==> src/rtl/sram_b_burst_reader.sv <==
// ---------------------------------------------------------------------------
// sram_b_burst_reader
//   Read-side client for a 1w:1r sram_b bank (CE1/A1/Q1 read port, read data
//   valid one cycle after CE1). Accepts a burst command {addr,len}, issues
//   sequential reads and delivers the returned words as a valid/ready stream
//   with full backpressure. Sustains one word per cycle while the sink is
//   ready.
//
// Ports
//   CLK          in   clock, all logic on posedge
//   rst          in   synchronous reset, active-low
//   start_valid  in   burst command valid
//   start_ready  out  command accepted on valid&ready; high only when idle
//   start_addr   in   [ABITS]    first word address
//   start_len    in   [LEN_BITS] number of words, 0 = empty burst
//   CE1          out  SRAM read enable
//   A1           out  [ABITS]    SRAM read address (holds last value when CE1=0)
//   Q1           in   [DBITS]    SRAM read data, valid the cycle after CE1=1
//   out_valid    out  stream word valid
//   out_ready    in   stream sink ready
//   out_data     out  [DBITS]    stream word
//   out_last     out  final word of the burst (qualified by out_valid)
//   busy         out  high from command accept until the done pulse inclusive
//   done         out  one-cycle pulse after the last handshake / empty burst
// ---------------------------------------------------------------------------
module sram_b_burst_reader #(
    parameter int ABITS    = 14,
    parameter int DBITS    = 8,
    parameter int LEN_BITS = 15
) (
    input  logic                CLK,
    input  logic                rst,
    input  logic                start_valid,
    output logic                start_ready,
    input  logic [ABITS-1:0]    start_addr,
    input  logic [LEN_BITS-1:0] start_len,
    output logic                CE1,
    output logic [ABITS-1:0]    A1,
    input  logic [DBITS-1:0]    Q1,
    output logic                out_valid,
    input  logic                out_ready,
    output logic [DBITS-1:0]    out_data,
    output logic                out_last,
    output logic                busy,
    output logic                done
);

    typedef enum logic [1:0] {
        S_IDLE  = 2'd0,
        S_ISSUE = 2'd1,
        S_DRAIN = 2'd2,
        S_FIN   = 2'd3
    } state_t;

    localparam logic [LEN_BITS:0] MAX_LEN = (LEN_BITS + 1)'(1) << ABITS;

    state_t              state_r;
    state_t              state_nxt_s;
    logic [ABITS-1:0]    addr_r;
    logic [ABITS-1:0]    a1_hold_r;
    logic [LEN_BITS-1:0] rem_r;
    logic                inflight_r;
    logic                inflight_last_r;

    logic [DBITS-1:0]    mem_data_r [2];
    logic                mem_last_r [2];
    logic                wr_ptr_r;
    logic                rd_ptr_r;
    logic [1:0]          count_r;

    logic                accept_s;
    logic                pop_s;
    logic [2:0]          credit_sum_s;
    logic                credit_ok_s;
    logic                issue_s;
    logic                last_issue_s;
    logic                head_last_s;

    assign accept_s     = start_valid && (state_r == S_IDLE);
    assign pop_s        = (count_r != 2'd0) && out_ready;
    // Words already buffered plus the one returning next cycle, minus the one
    // leaving now, must leave room for the read we are about to issue.
    assign credit_sum_s = {1'b0, count_r} + {2'b00, inflight_r} - {2'b00, pop_s};
    assign credit_ok_s  = (credit_sum_s < 3'd2);
    assign issue_s      = (state_r == S_ISSUE) && credit_ok_s;
    assign last_issue_s = issue_s && (rem_r == LEN_BITS'(1));
    assign head_last_s  = mem_last_r[rd_ptr_r];

    assign start_ready  = (state_r == S_IDLE);
    assign busy         = (state_r != S_IDLE);
    assign done         = (state_r == S_FIN);
    assign CE1          = issue_s;
    // While no read is issued the port keeps showing the last issued address.
    assign A1           = issue_s ? addr_r : a1_hold_r;
    assign out_valid    = (count_r != 2'd0);
    assign out_data     = mem_data_r[rd_ptr_r];
    assign out_last     = mem_last_r[rd_ptr_r];

    // Next-state decode for the burst FSM.
    always_comb begin
        state_nxt_s = state_r;
        case (state_r)
            S_IDLE: begin
                if (accept_s) begin
                    if (start_len == {LEN_BITS{1'b0}}) begin
                        state_nxt_s = S_FIN;
                    end else begin
                        state_nxt_s = S_ISSUE;
                    end
                end else begin
                    state_nxt_s = S_IDLE;
                end
            end
            S_ISSUE: begin
                if (last_issue_s) begin
                    state_nxt_s = S_DRAIN;
                end else begin
                    state_nxt_s = S_ISSUE;
                end
            end
            S_DRAIN: begin
                if (pop_s && head_last_s) begin
                    state_nxt_s = S_FIN;
                end else begin
                    state_nxt_s = S_DRAIN;
                end
            end
            S_FIN:   state_nxt_s = S_IDLE;
            default: state_nxt_s = S_IDLE;
        endcase
    end

    // FSM state, read address/count and in-flight tracking.
    always_ff @(posedge CLK) begin
        if (!rst) begin
            state_r         <= S_IDLE;
            addr_r          <= {ABITS{1'b0}};
            a1_hold_r       <= {ABITS{1'b0}};
            rem_r           <= {LEN_BITS{1'b0}};
            inflight_r      <= 1'b0;
            inflight_last_r <= 1'b0;
        end else begin
            state_r         <= state_nxt_s;
            inflight_r      <= issue_s;
            inflight_last_r <= last_issue_s;
            if (accept_s) begin
                addr_r <= start_addr;
                rem_r  <= start_len;
            end else if (issue_s) begin
                addr_r    <= addr_r + ABITS'(1);
                rem_r     <= rem_r - LEN_BITS'(1);
                a1_hold_r <= addr_r;
            end else begin
                addr_r <= addr_r;
                rem_r  <= rem_r;
            end
        end
    end

    // Two-entry output buffer: captures Q1 the cycle after each issued read.
    always_ff @(posedge CLK) begin
        if (!rst) begin
            for (int i = 0; i < 2; i++) begin
                mem_data_r[i] <= {DBITS{1'b0}};
                mem_last_r[i] <= 1'b0;
            end
            wr_ptr_r <= 1'b0;
            rd_ptr_r <= 1'b0;
            count_r  <= 2'd0;
        end else begin
            if (inflight_r) begin
                mem_data_r[wr_ptr_r] <= Q1;
                mem_last_r[wr_ptr_r] <= inflight_last_r;
                wr_ptr_r             <= ~wr_ptr_r;
            end
            if (pop_s) begin
                rd_ptr_r <= ~rd_ptr_r;
            end
            count_r <= count_r + {1'b0, inflight_r} - {1'b0, pop_s};
        end
    end

    // Bursts longer than the address space are undefined.
    len_range_a: assert property (@(posedge CLK) disable iff (!rst)
        (start_valid && start_ready) |-> ({1'b0, start_len} <= MAX_LEN));

endmodule

==> config.mk <==
export PLATFORM = sky130hd
export DESIGN_NAME = sram_b_burst_reader
export DESIGN_NICKNAME = d
export VERILOG_FILES = /design/src/rtl/sram_b_burst_reader.sv
export SDC_FILE = /design/constraint.sdc
export NUM_CORES = 1
export LEC_CHECK = 0
export CAP_MARGIN = 15
export CORE_UTILIZATION = 45
export CTS_BUF_LIST = sky130_fd_sc_hd__clkbuf_2
export DETAILED_ROUTE_END_ITERATION = 8
export PLACE_DENSITY = 0.75
export SLEW_MARGIN = 20
export SYNTH_ARGS = -nofsm -noshare
export SYNTH_HDL_FRONTEND = slang
export SYNTH_SLANG_ARGS = --single-unit
==> constraint.sdc <==
create_clock -name CLK -period 2.9 [get_ports CLK]
set_clock_uncertainty 0.15 [all_clocks]
set_input_delay 0.29 -clock CLK [delete_from_list [all_inputs] [get_ports CLK]]
set_output_delay 0.29 -clock CLK [all_outputs]
set_load 0.005 [all_outputs]
==> results.toml <==
[status]
status = "finished, violations left"
violations = "negative setup slack"

[placement]
dp_hpwl_um = 6010
gp_congestion = 0.888
portBuffers = 68
dp_slack_ns = -0.765

[setup_path]
path_class = "register to output port"
required_ns = 2.46
worst-path-stages = 12
crit_chain = "o21ai_2 -> inv_2 -> ha_4 -> inv_2 -> ha_4 -> fa_2 -> nor3b_4 -> nand2_4 -> inv_8 -> buf_6 -> mux2_4 -> buf_6"
cp_top_family = "adder cells"
arrival_ns = 3.14
crit_buf_inv = 5
rr_worst_depth = 24
cp_slowest_stage_delay_ns = 0.49
worstSetupEndpointType = "output port"
startpoint_type = "register"
worst-path-max-fanout = 6
crit_path_top_delay_cell = "fa_2"

[cts]
cts_sinks = 70
clk_path_buf_depth = 2
htree_levels = 3
clock_latency_ns = 0.54
hold_buffers = 0
cts_buffers = 9
cts_root_buffer = "clkbuf_2"
cts.clk_slew.worst_paths_ns = 0.19
cts_tree = "yes"

[synth]
synth_simple_gate_area_share_pct = 20.6
synth-xor-area-share_pct = 2.09
ys_seq_elements = 70
synth_flop_cell = "dfxtp_1"
synth_top_area_share_pct = 32.3
synthCells = 347
synthArstFlopShare_pct = 0
netlist_area_um2 = 3350
synthDistinctLibCells = 53
synth_compound_area_share_pct = 17.3
synthMuxAreaShare_pct = 7.06
syn_nets = 394
synth_seq_area_share_pct = 46.6
avgSynthCellArea_um2 = 9.66
synth_edf_count = 16
synth_area_leader_cell = "dfxtp_1"
yosysWarnings = 0
synth_top_family_by_area = "simple AND/OR/NAND/NOR gates"
synthAdderAreaFrac_pct = 2.46
yosys-top-cells-area = "dfxtp_1 32%, edfxtp_1 14%, mux2_2 6.4%"

[sta]
finalSetupViolCount = 42
hold_viol = 0
period_share_pct = 123
rsz0062_at_grt = "true"
maxSlewHeadroom_pct = 52.9
slew_violations = 0
layout_setup_ws_ns = -0.678
max_freq_ghz = 0.279
worst_pin_slew_ns = 0.700
fin_crit_ns = 3.58

[floorplan]
ios = 69
core_area_um2 = 7210
dieArea_um2 = 7800
die_w_um = 88.3
start_util_pct = 46.4
num_rows = 31
die_y_um = 88.3

[pwr]
p_per_area_nw_per_um2 = 834
power_uw = 4310
ir_drop_mv = 0.594
p_leak_uw = 0.00204

[route]
drcViolationCount = 0
routed_wl_um = 10500
wl_per_cell_um = 18.0
drtAntennaViolNets = 0
drtPass1Iterations = 7
vias = 3374
drt_iter0_drc = 261
vias_per_cell = 5.77

[global_routing]
grt_max_degree = 38
first_global_vias = 3324
top_usage_layer = "met2"
grt_antenna_before_repair = 0
overflow = 0
met2_usage_pct = 46.2
grt_util_all_layers_pct = 26.6
grt_util_met3_pct = 4.94
grt_pass1_wl_um = 15800
use_met1_pct = 31.7

[cells_and_area]
seq_area_um2 = 1560
area_growth_pct = 54.3
multiInputGateArea_um2 = 1910
num_antenna_cells = 0
mostFrequentLayoutCell = "clkdlybuf4s50_1"
layout_common_cells = "53 x clkdlybuf4s50_1, 52 x dfxtp_1, 45 x buf_4"
fillCellCount = 522
drive_gt1_share_pct = 33.7
nets = 528

[min_path]
hold_depth = 3
min_path_type = "input pin to register"

[flow_run]
maxCapViolCount = 0
-- state kept, by name, summed over array words and instances (netlist names), named ones only --
name,cells
mem_data_r,16
mem_last_r,2
a1_hold_r,14
rem_r,15
rd_ptr_r,1
addr_r,14
state_r,2
count_r,2
inflight_r,1
inflight_last_r,1
wr_ptr_r,1
-- layout make-up --
class	instances	share of cell area, %
Tap cell	99	2.40
Clock inverter	6	2.13
Timing Repair Buffer	140	25.9
Timing Repair inverter	1	0.218
Inverter	14	1.16
Multi-Input combinational cell	245	37.0
Sequential cell	70	30.3
Clock buffer	10	0.968
-- routing by layer --
| layer | part of all wire [%] | routed length (µm) |
|---|---|---|
| met5 | 0 | 0 |
| met2 | 51 | 5360 |
| met4 | 2.5 | 263 |
| met3 | 6.8 | 719 |
| met1 | 40 | 4190 |
-- final timing paths --
path / startpoint / end / slack (ns)
max: count_r[0]$_SDFF_PN0_ / A1[10] / -0.68
min: start_addr[9] / addr_r[9]$_SDFFE_PN0P_ / 0.15
max reg2reg: count_r[0]$_SDFF_PN0_ / state_r[0]$_SDFF_PN0_ / -0.64
min reg2reg: a1_hold_r[13]$_SDFFE_PN0N_ / a1_hold_r[13]$_SDFFE_PN0N_ / 0.36
-- Yosys cell counts (all sizes together), types with 5 or more instances --
cell type,count
and2,33
nor4,7
inv,14
o21ai,23
edfxtp,16
nor3,5
nand4,6
xnor2,5
nor2,13
clkbuf,14
a31oi,12
or3,10
a21oi,15
o311ai,5
o211ai,5
nand2,24
a211oi,5
nand3,6
dfxtp,54
mux2,21
ha,5
-- logic make-up after synthesis --
logic type                 after synthesis
AOI/OAI and AO/OA                       88
xor gates and xnor gates                 8
adders and majority gates                6
buffers and inverters                   32
DFF                                     70
muxes                                   21
and+or+nand+nor                        122
-- tightest hold or removal path, stage by stage --
cell and delay, ns:
clkdlybuf4s50_1 0.40, nand2_1 0.06, a31oi_1 0.06
-- power breakdown --
| group | leakage, µW | total (µW) | internal, µW | switching [µW] |
|---|---|---|---|---|
| combinational | 0.00134 | 2290 | 1260 | 1030 |
| sequential | 0.000609 | 1270 | 1140 | 130 |
| clock | 0.0000898 | 745 | 373 | 371 |
| total | 0.00204 | 4310 | 2780 | 1530 |
-- per-stage QoR --
stage	instance area, µm²	utilization (%)	hold WS [ns]	std cells	TNS (ns)
2_1_floorplan	3410	-	0.275	347	-0.270
3_3_place_gp	4320	59.8	0.288	522	-20.78
3_5_place_dp	4320	59.8	0.308	522	-23.68
4_1_cts	5000	69.4	0.166	582	-13.35
5_1_grt	5170	71.7	0.154	585	-20.46
6_report	5170	71.7	0.154	585	-16.44
-- timing repair --
item / in CTS / in global routing
buffers inserted: 43 / 10
pin swaps: 26 / 23
endpoints found under the hold margin: 0 / 0
resized for setup: 121 / 32
cloned: 2 / 0
endpoints found under the setup margin: 31 / 61
Power figures use the tool's default switching activity.
